**src/rtl/chanel_preprocessor.sv**
```systemverilog
`timescale 1ns/1ps
// chanel_preprocessor
//   Input-side channel conditioner for the computing cascade. Removes the DC
//   offset of the incoming sample stream by subtracting a sliding mean taken
//   over the last L = 2^N accepted samples, and emits the zero-mean sample,
//   widened to DEPTH_WIDTH, as a registered single-cycle valid/data pulse.
//
//   The first L accepted samples after reset or i_clr are warm-up. The
//   L-th of them produces the first o_vld, so every emitted sample is
//   computed from a full window.
//
// Parameters
//   WIDTH       input sample width
//   DEPTH_WIDTH output width (>= WIDTH+1)
//   N           log2 of window length (N >= 1)
//   SIG         1: i_data is two's complement, 0: i_data is unsigned
//
// Ports
//   clk     clock
//   rstn    asynchronous active-low reset
//   i_clr   synchronous window restart, takes priority over i_vld
//   i_vld   input sample valid
//   i_data  input sample [WIDTH-1:0]
//   o_vld   output valid, one cycle after the accepted sample
//   o_data  DC-removed sample, signed [DEPTH_WIDTH-1:0]
//
// Build option
//   CHANEL_PREPROCESSOR_ROUND_EN  when defined the mean is rounded half up
//                                 instead of floored.
module chanel_preprocessor #(
  parameter int WIDTH       = 32,
  parameter int DEPTH_WIDTH = 33,
  parameter int N           = 2,
  parameter int SIG         = 1
) (
  input  logic                          clk,
  input  logic                          rstn,
  input  logic                          i_clr,
  input  logic                          i_vld,
  input  logic [WIDTH-1:0]              i_data,
  output logic                          o_vld,
  output logic signed [DEPTH_WIDTH-1:0] o_data
);

  localparam int L  = 1 << N;
  localparam int XW = WIDTH + 1;      // extended sample
  localparam int SW = WIDTH + N + 1;  // running sum
  localparam int DW = SW + 1;         // difference, headroom for any rounding

  typedef enum logic {
    FILL = 1'b0,
    RUN  = 1'b1
  } state_t;

  // Mean of the window from the updated running sum.
  function automatic logic signed [SW-1:0] mean_f(input logic signed [SW-1:0] s);
`ifdef CHANEL_PREPROCESSOR_ROUND_EN
    logic signed [SW:0] t;
    // One extra bit so adding half an LSB of the mean can never wrap.
    t = (SW+1)'(s) + (SW+1)'(L / 2);
    return SW'(t >>> N);
`else
    return s >>> N;
`endif
  endfunction

  state_t                  state_q, state_d;
  logic [N-1:0]            cnt_q, cnt_d;
  logic                    vld_d;
  logic                    vld_p1;

  logic signed [XW-1:0]    dly_q [L];
  logic [N-1:0]            ptr_q;
  logic signed [SW-1:0]    sum_q;

  logic signed [XW-1:0]    x_p0;
  logic signed [XW-1:0]    oldest_p0;
  logic signed [SW-1:0]    s_new_p0;
  logic signed [SW-1:0]    mean_p0;
  logic signed [DW-1:0]    d_p0;
  logic signed [DEPTH_WIDTH-1:0] data_p1;

  // ---- stage p0: extend, update sum, compute mean and difference ----
  assign x_p0      = (SIG != 0) ? {i_data[WIDTH-1], i_data} : {1'b0, i_data};
  // The slot about to be overwritten holds the oldest sample; it is zero
  // while the window is still filling after a clear or reset.
  assign oldest_p0 = dly_q[ptr_q];
  assign s_new_p0  = sum_q + SW'(x_p0) - SW'(oldest_p0);
  assign mean_p0   = mean_f(s_new_p0);
  assign d_p0      = DW'(x_p0) - DW'(mean_p0);

  // Warm-up / run sequencing.
  always_comb begin
    state_d = state_q;
    cnt_d   = cnt_q;
    vld_d   = 1'b0;
    if (i_clr) begin
      state_d = FILL;
      cnt_d   = '0;
    end else if (i_vld) begin
      case (state_q)
        FILL: begin
          if (cnt_q == N'(L - 1)) begin
            // L-th accepted sample completes the window.
            state_d = RUN;
            vld_d   = 1'b1;
          end else begin
            cnt_d = cnt_q + 1'b1;
          end
        end
        RUN:     vld_d = 1'b1;
        default: state_d = FILL;
      endcase
    end
  end

  always_ff @(posedge clk or negedge rstn) begin
    if (!rstn) begin
      state_q <= FILL;
      cnt_q   <= '0;
      vld_p1  <= 1'b0;
    end else begin
      state_q <= state_d;
      cnt_q   <= cnt_d;
      vld_p1  <= vld_d;
    end
  end

  // ---- stage p1: window storage and registered output ----
  always_ff @(posedge clk or negedge rstn) begin
    if (!rstn) begin
      for (int i = 0; i < L; i++) dly_q[i] <= '0;
      ptr_q   <= '0;
      sum_q   <= '0;
      data_p1 <= '0;
    end else if (i_clr) begin
      for (int i = 0; i < L; i++) dly_q[i] <= '0;
      ptr_q   <= '0;
      sum_q   <= '0;
    end else if (i_vld) begin
      dly_q[ptr_q] <= x_p0;
      ptr_q        <= ptr_q + 1'b1;
      sum_q        <= s_new_p0;
      data_p1      <= DEPTH_WIDTH'(d_p0);
    end
  end

  assign o_vld  = vld_p1;
  assign o_data = data_p1;

endmodule

```
**config.mk**
```make
export PLATFORM = sky130hd
export DESIGN_NAME = chanel_preprocessor
export DESIGN_NICKNAME = d
export VERILOG_FILES = /design/src/rtl/chanel_preprocessor.sv
export SDC_FILE = /design/constraint.sdc
export NUM_CORES = 1
export LEC_CHECK = 0
export ABC_CLOCK_PERIOD_IN_PS = 7300
export BUFFER_PORTS_ARGS = -buffer_cell sky130_fd_sc_hd__buf_2
export CAP_MARGIN = 10
export CORE_ASPECT_RATIO = 1.75
export CORE_MARGIN = 3
export CORE_UTILIZATION = 60
export DETAILED_ROUTE_END_ITERATION = 7
export PLACE_DENSITY_LB_ADDON = 0.3
export RECOVER_POWER = 50
export SLEW_MARGIN = 20
export SYNTH_ARGS = -nofsm -noshare
export SYNTH_HDL_FRONTEND = slang
export SYNTH_SLANG_ARGS = --single-unit
```
**constraint.sdc**
```tcl
create_clock -name clk -period 7.3 [get_ports clk]
set_clock_uncertainty 0.1 [all_clocks]
set_input_delay 0.365 -clock clk [delete_from_list [all_inputs] [get_ports clk]]
set_output_delay 0.365 -clock clk [all_outputs]
set_load 0.02 [all_outputs]
```
==> reports/metrics.yaml <==
status: "finished, violations left"
violations: "max-capacitance violations, max-slew violations"
p_leak_uw: 0.00659
power_density_mw_per_mm2: 532
max_freq_ghz: 0.154
hold_class: "in2reg"
grt_setup_unrepaired: "false"
met3_usage_pct: 3.75
drv_slew: 267
dr.pass1.iters: 7
core-area_mm2: 0.0215
die_area_mm2: 0.0238
port_buffers: 69
grt_busiest_layer: "met2"
clkTransAtPathRegs_ns: 0.07
cts_htree_levels: 1
place_hpwl_mm: 25.2
via_per_inst: 5.90
synth.area.top_cells: "dfrtp_1 38%, nand2_1 9.7%, a21oi_1 7.3%, ha_1 6.9%, mux4_2 5.5%"
design_area_mm2: 0.0143
critPathRequiredTime_ns: 7.51
cts.hold.buffers_added: 1
ir_worst_vdd_mv: 0.294
hold_viol: 0
worstPathMaxFanout: 17
grt_pass1_vias: 11300
grt_max_degree: 83
pwr-share-seq_pct: 18.6
antenna_found_initial: 1
synth_area_leader_cell: "dfrtp_1"
drc: 0
grtUsageMet2_pct: 55.8
fillCellCount: 1848
multi_input_area_mm2: 0.00726
area_growth_pct: 8.85
drtAntennaViolNets: 0
post-route-period-util_pct: 89.0
endpoint_kind: "register"
synthAdderAreaFrac_pct: 12.3
final_nets: 1649
combPwrFrac_pct: 67.1
dp.cells: 1773
period_minus_slack_ns: 6.50
post_cts_resized: 0
grtUsageTotal_pct: 30.5
arrival_ns: 6.70
synthSimpleGateAreaFrac_pct: 14.9
p_int_uw: 3990
drv_cap: 4
initial_core_util_pct: 61.2
drt_iter0_markers: 785
clkPwrFrac_pct: 14.3
synth_cell_types: 68
cts_tree: "done"
stdcell_count: 1811
grt_pass1_wl_mm: 58.0
async_flop_share_pct: 100
synth_most_common_cell: "nand2_1"
die_h_um: 202
antenna_cells: 0
hold_ws_ns: 0.0459
seq_area_mm2: 0.00506
worst_pin_slew_ns: 4.50
fp.dieW_um: 118
grt_overflow: 0
cts-root-buf: "clkbuf_16"
setup_violations: 0
clk_path_buf_depth: 3
synthMuxAreaShare_pct: 7.53
synth-compound-area-share_pct: 16.1
cts_buffers: 21
postCtsSetupRepairBufs: 0
cp-start-kind: "register"
gp_congestion: 0.994
avgSynthCellArea_um2: 8.92
clock_sinks: 202
wl_per_cell_um: 19.8
wl_mm: 35.9
ys_seq_elements: 202
synthFlopType: "dfrtp_1"
num_rows: 71
synth_edf_count: 0
yosysWarnings: 0
synthesis.area_mm2: 0.0132
synth_top_area_share_pct: 38.4
drive_gt1_share_pct: 9.81
slew_headroom_pct: -200
synth_commonest_cells: "340 x nand2_1, 202 x dfrtp_1, 193 x a21oi_1, 149 x inv_1, 73 x ha_1"
synth-xor-area-share_pct: 4.33
yosysSeqAreaShare_pct: 38.4
sw_frac_of_total_pct: 47.6
syn-num-nets: 1619
setup.worst_path.class: "reg2reg"
p_sw_uw: 3620
ioPinCount: 70
fin_util_pct: 66.6
grtUsageMet1_pct: 33.5
placed_cell_area_mm2: 0.0137
syn_inst: 1475
synth_top_family_by_area: "compound AO/OA/AOI/OAI gates"
final.setup.tns_ns: 0
worstSkewPairLatency_ns: 0.53
vias: 10700
==> per-stage QoR <==
stage | worst slack (ns) | power [uW]
2_1_floorplan | 1.01 | 5300
3_3_place_gp | 1.16 | 6440
3_5_place_dp | 0.986 | 6500
4_1_cts | 0.907 | 7630
5_1_grt | 0.372 | 8220
6_report | 0.804 | 7610
==> critical path: stages, from the launching register on <==
cell and delay (ns):
dfrtp_2 0.54, buf_4 0.40, mux4_2 0.57, fa_1 0.50, inv_1 0.06, ha_1 0.35, a21oi_1 0.23, o21bai_1 0.09
a21oi_1 0.18, o21ai_0 0.09, a31oi_1 0.26, a21boi_0 0.18, o31ai_1 0.28, nor2b_1 0.27, xor2_1 0.22, ha_1 0.36
a21o_1 0.22, a21o_1 0.18, a21oi_1 0.15, o21ai_0 0.18, a211oi_1 0.25, nor2_1 0.11, o41ai_4 0.06, xnor2_1 0.18
xnor2_1 0.16, o21ai_1 0.09
==> power groups by stage <==
stage | sequential (uW) | combinational [uW] | clock [uW]
2_1_floorplan | 1510 | 3780 | 0
3_3_place_gp | 1420 | 5020 | 0
3_5_place_dp | 1430 | 5070 | 0
4_1_cts | 1410 | 5120 | 1100
5_1_grt | 1430 | 5640 | 1140
6_report | 1410 | 5110 | 1090
==> sequential cells by signal, indices dropped and copies added, names as in the netlist <==
register and cells:
dly_q 128, state_q 1, sum_q 35, ptr_q 2, o_vld 1, cnt_q 2, o_data 33
==> cell families after synthesis <==
kind of cell / count (synthesis)
multiplexers: 58
AND/OR/NAND/NOR: 467
XOR/XNOR: 65
buffers and inverters: 223
flip-flops: 202
AO/OA/AOI/OAI: 352
adder cells (fa/ha/maj): 108
==> routing by layer <==
metal / vias to the layer above / wire length [um]
met5: - / 12
met4: 2 / 2320
met1: 5219 / 12800
met3: 136 / 1710
li1: 4965 / -
met2: 355 / 19100
==> worst paths after layout <==
path	start	to	slack, ns	depth (start not counted)
hold / removal	i_data[6]	dly_q[39]	0.05	3
setup reg to reg	ptr_q[0]	o_data[32]	0.80	25
min in group asynchronous	rstn	dly_q[93]	1.88	2
max in group asynchronous	rstn	ptr_q[0]	1.86	3
hold reg to reg	o_data[30]	o_data[30]	0.38	2
setup / recovery	ptr_q[0]	o_data[32]	0.80	25
==> placed cells by master, fill, tap and decap left out, drive strengths merged, types with 4 or more instances in the layout <==
cell type  netlist  routed
o21bai          10      10
xnor2           39      39
nor2            47      47
o31ai            5       5
inv            149     150
mux4            32      32
nand2          340     340
mux2i           19      19
nand4            7       7
buf             16      42
nor3             7       7
mux2             7       7
nor2b           25      25
a21oi          196     196
clkbuf          58      69
clkinv           0       4
o21a             7       7
nand3            8       8
dfrtp          202     202
nand2b          10      10
a211oi          12      12
a21o            25      25
o21ai           68      68
a31oi            6       6
xor2            26      26
fa              35      35
and3             5       5
and2             7       7
ha              73      73
==> layout make-up <==
class,count,share of cell area [%]
clock inverters,6,0.411
inverters,149,3.91
well taps,292,2.55
repair buffers,81,2.71
flip-flops and latches,202,35.3
multi-input cells,1050,50.7
clock buffers,31,4.35
Power figures use the tool's default switching activity.
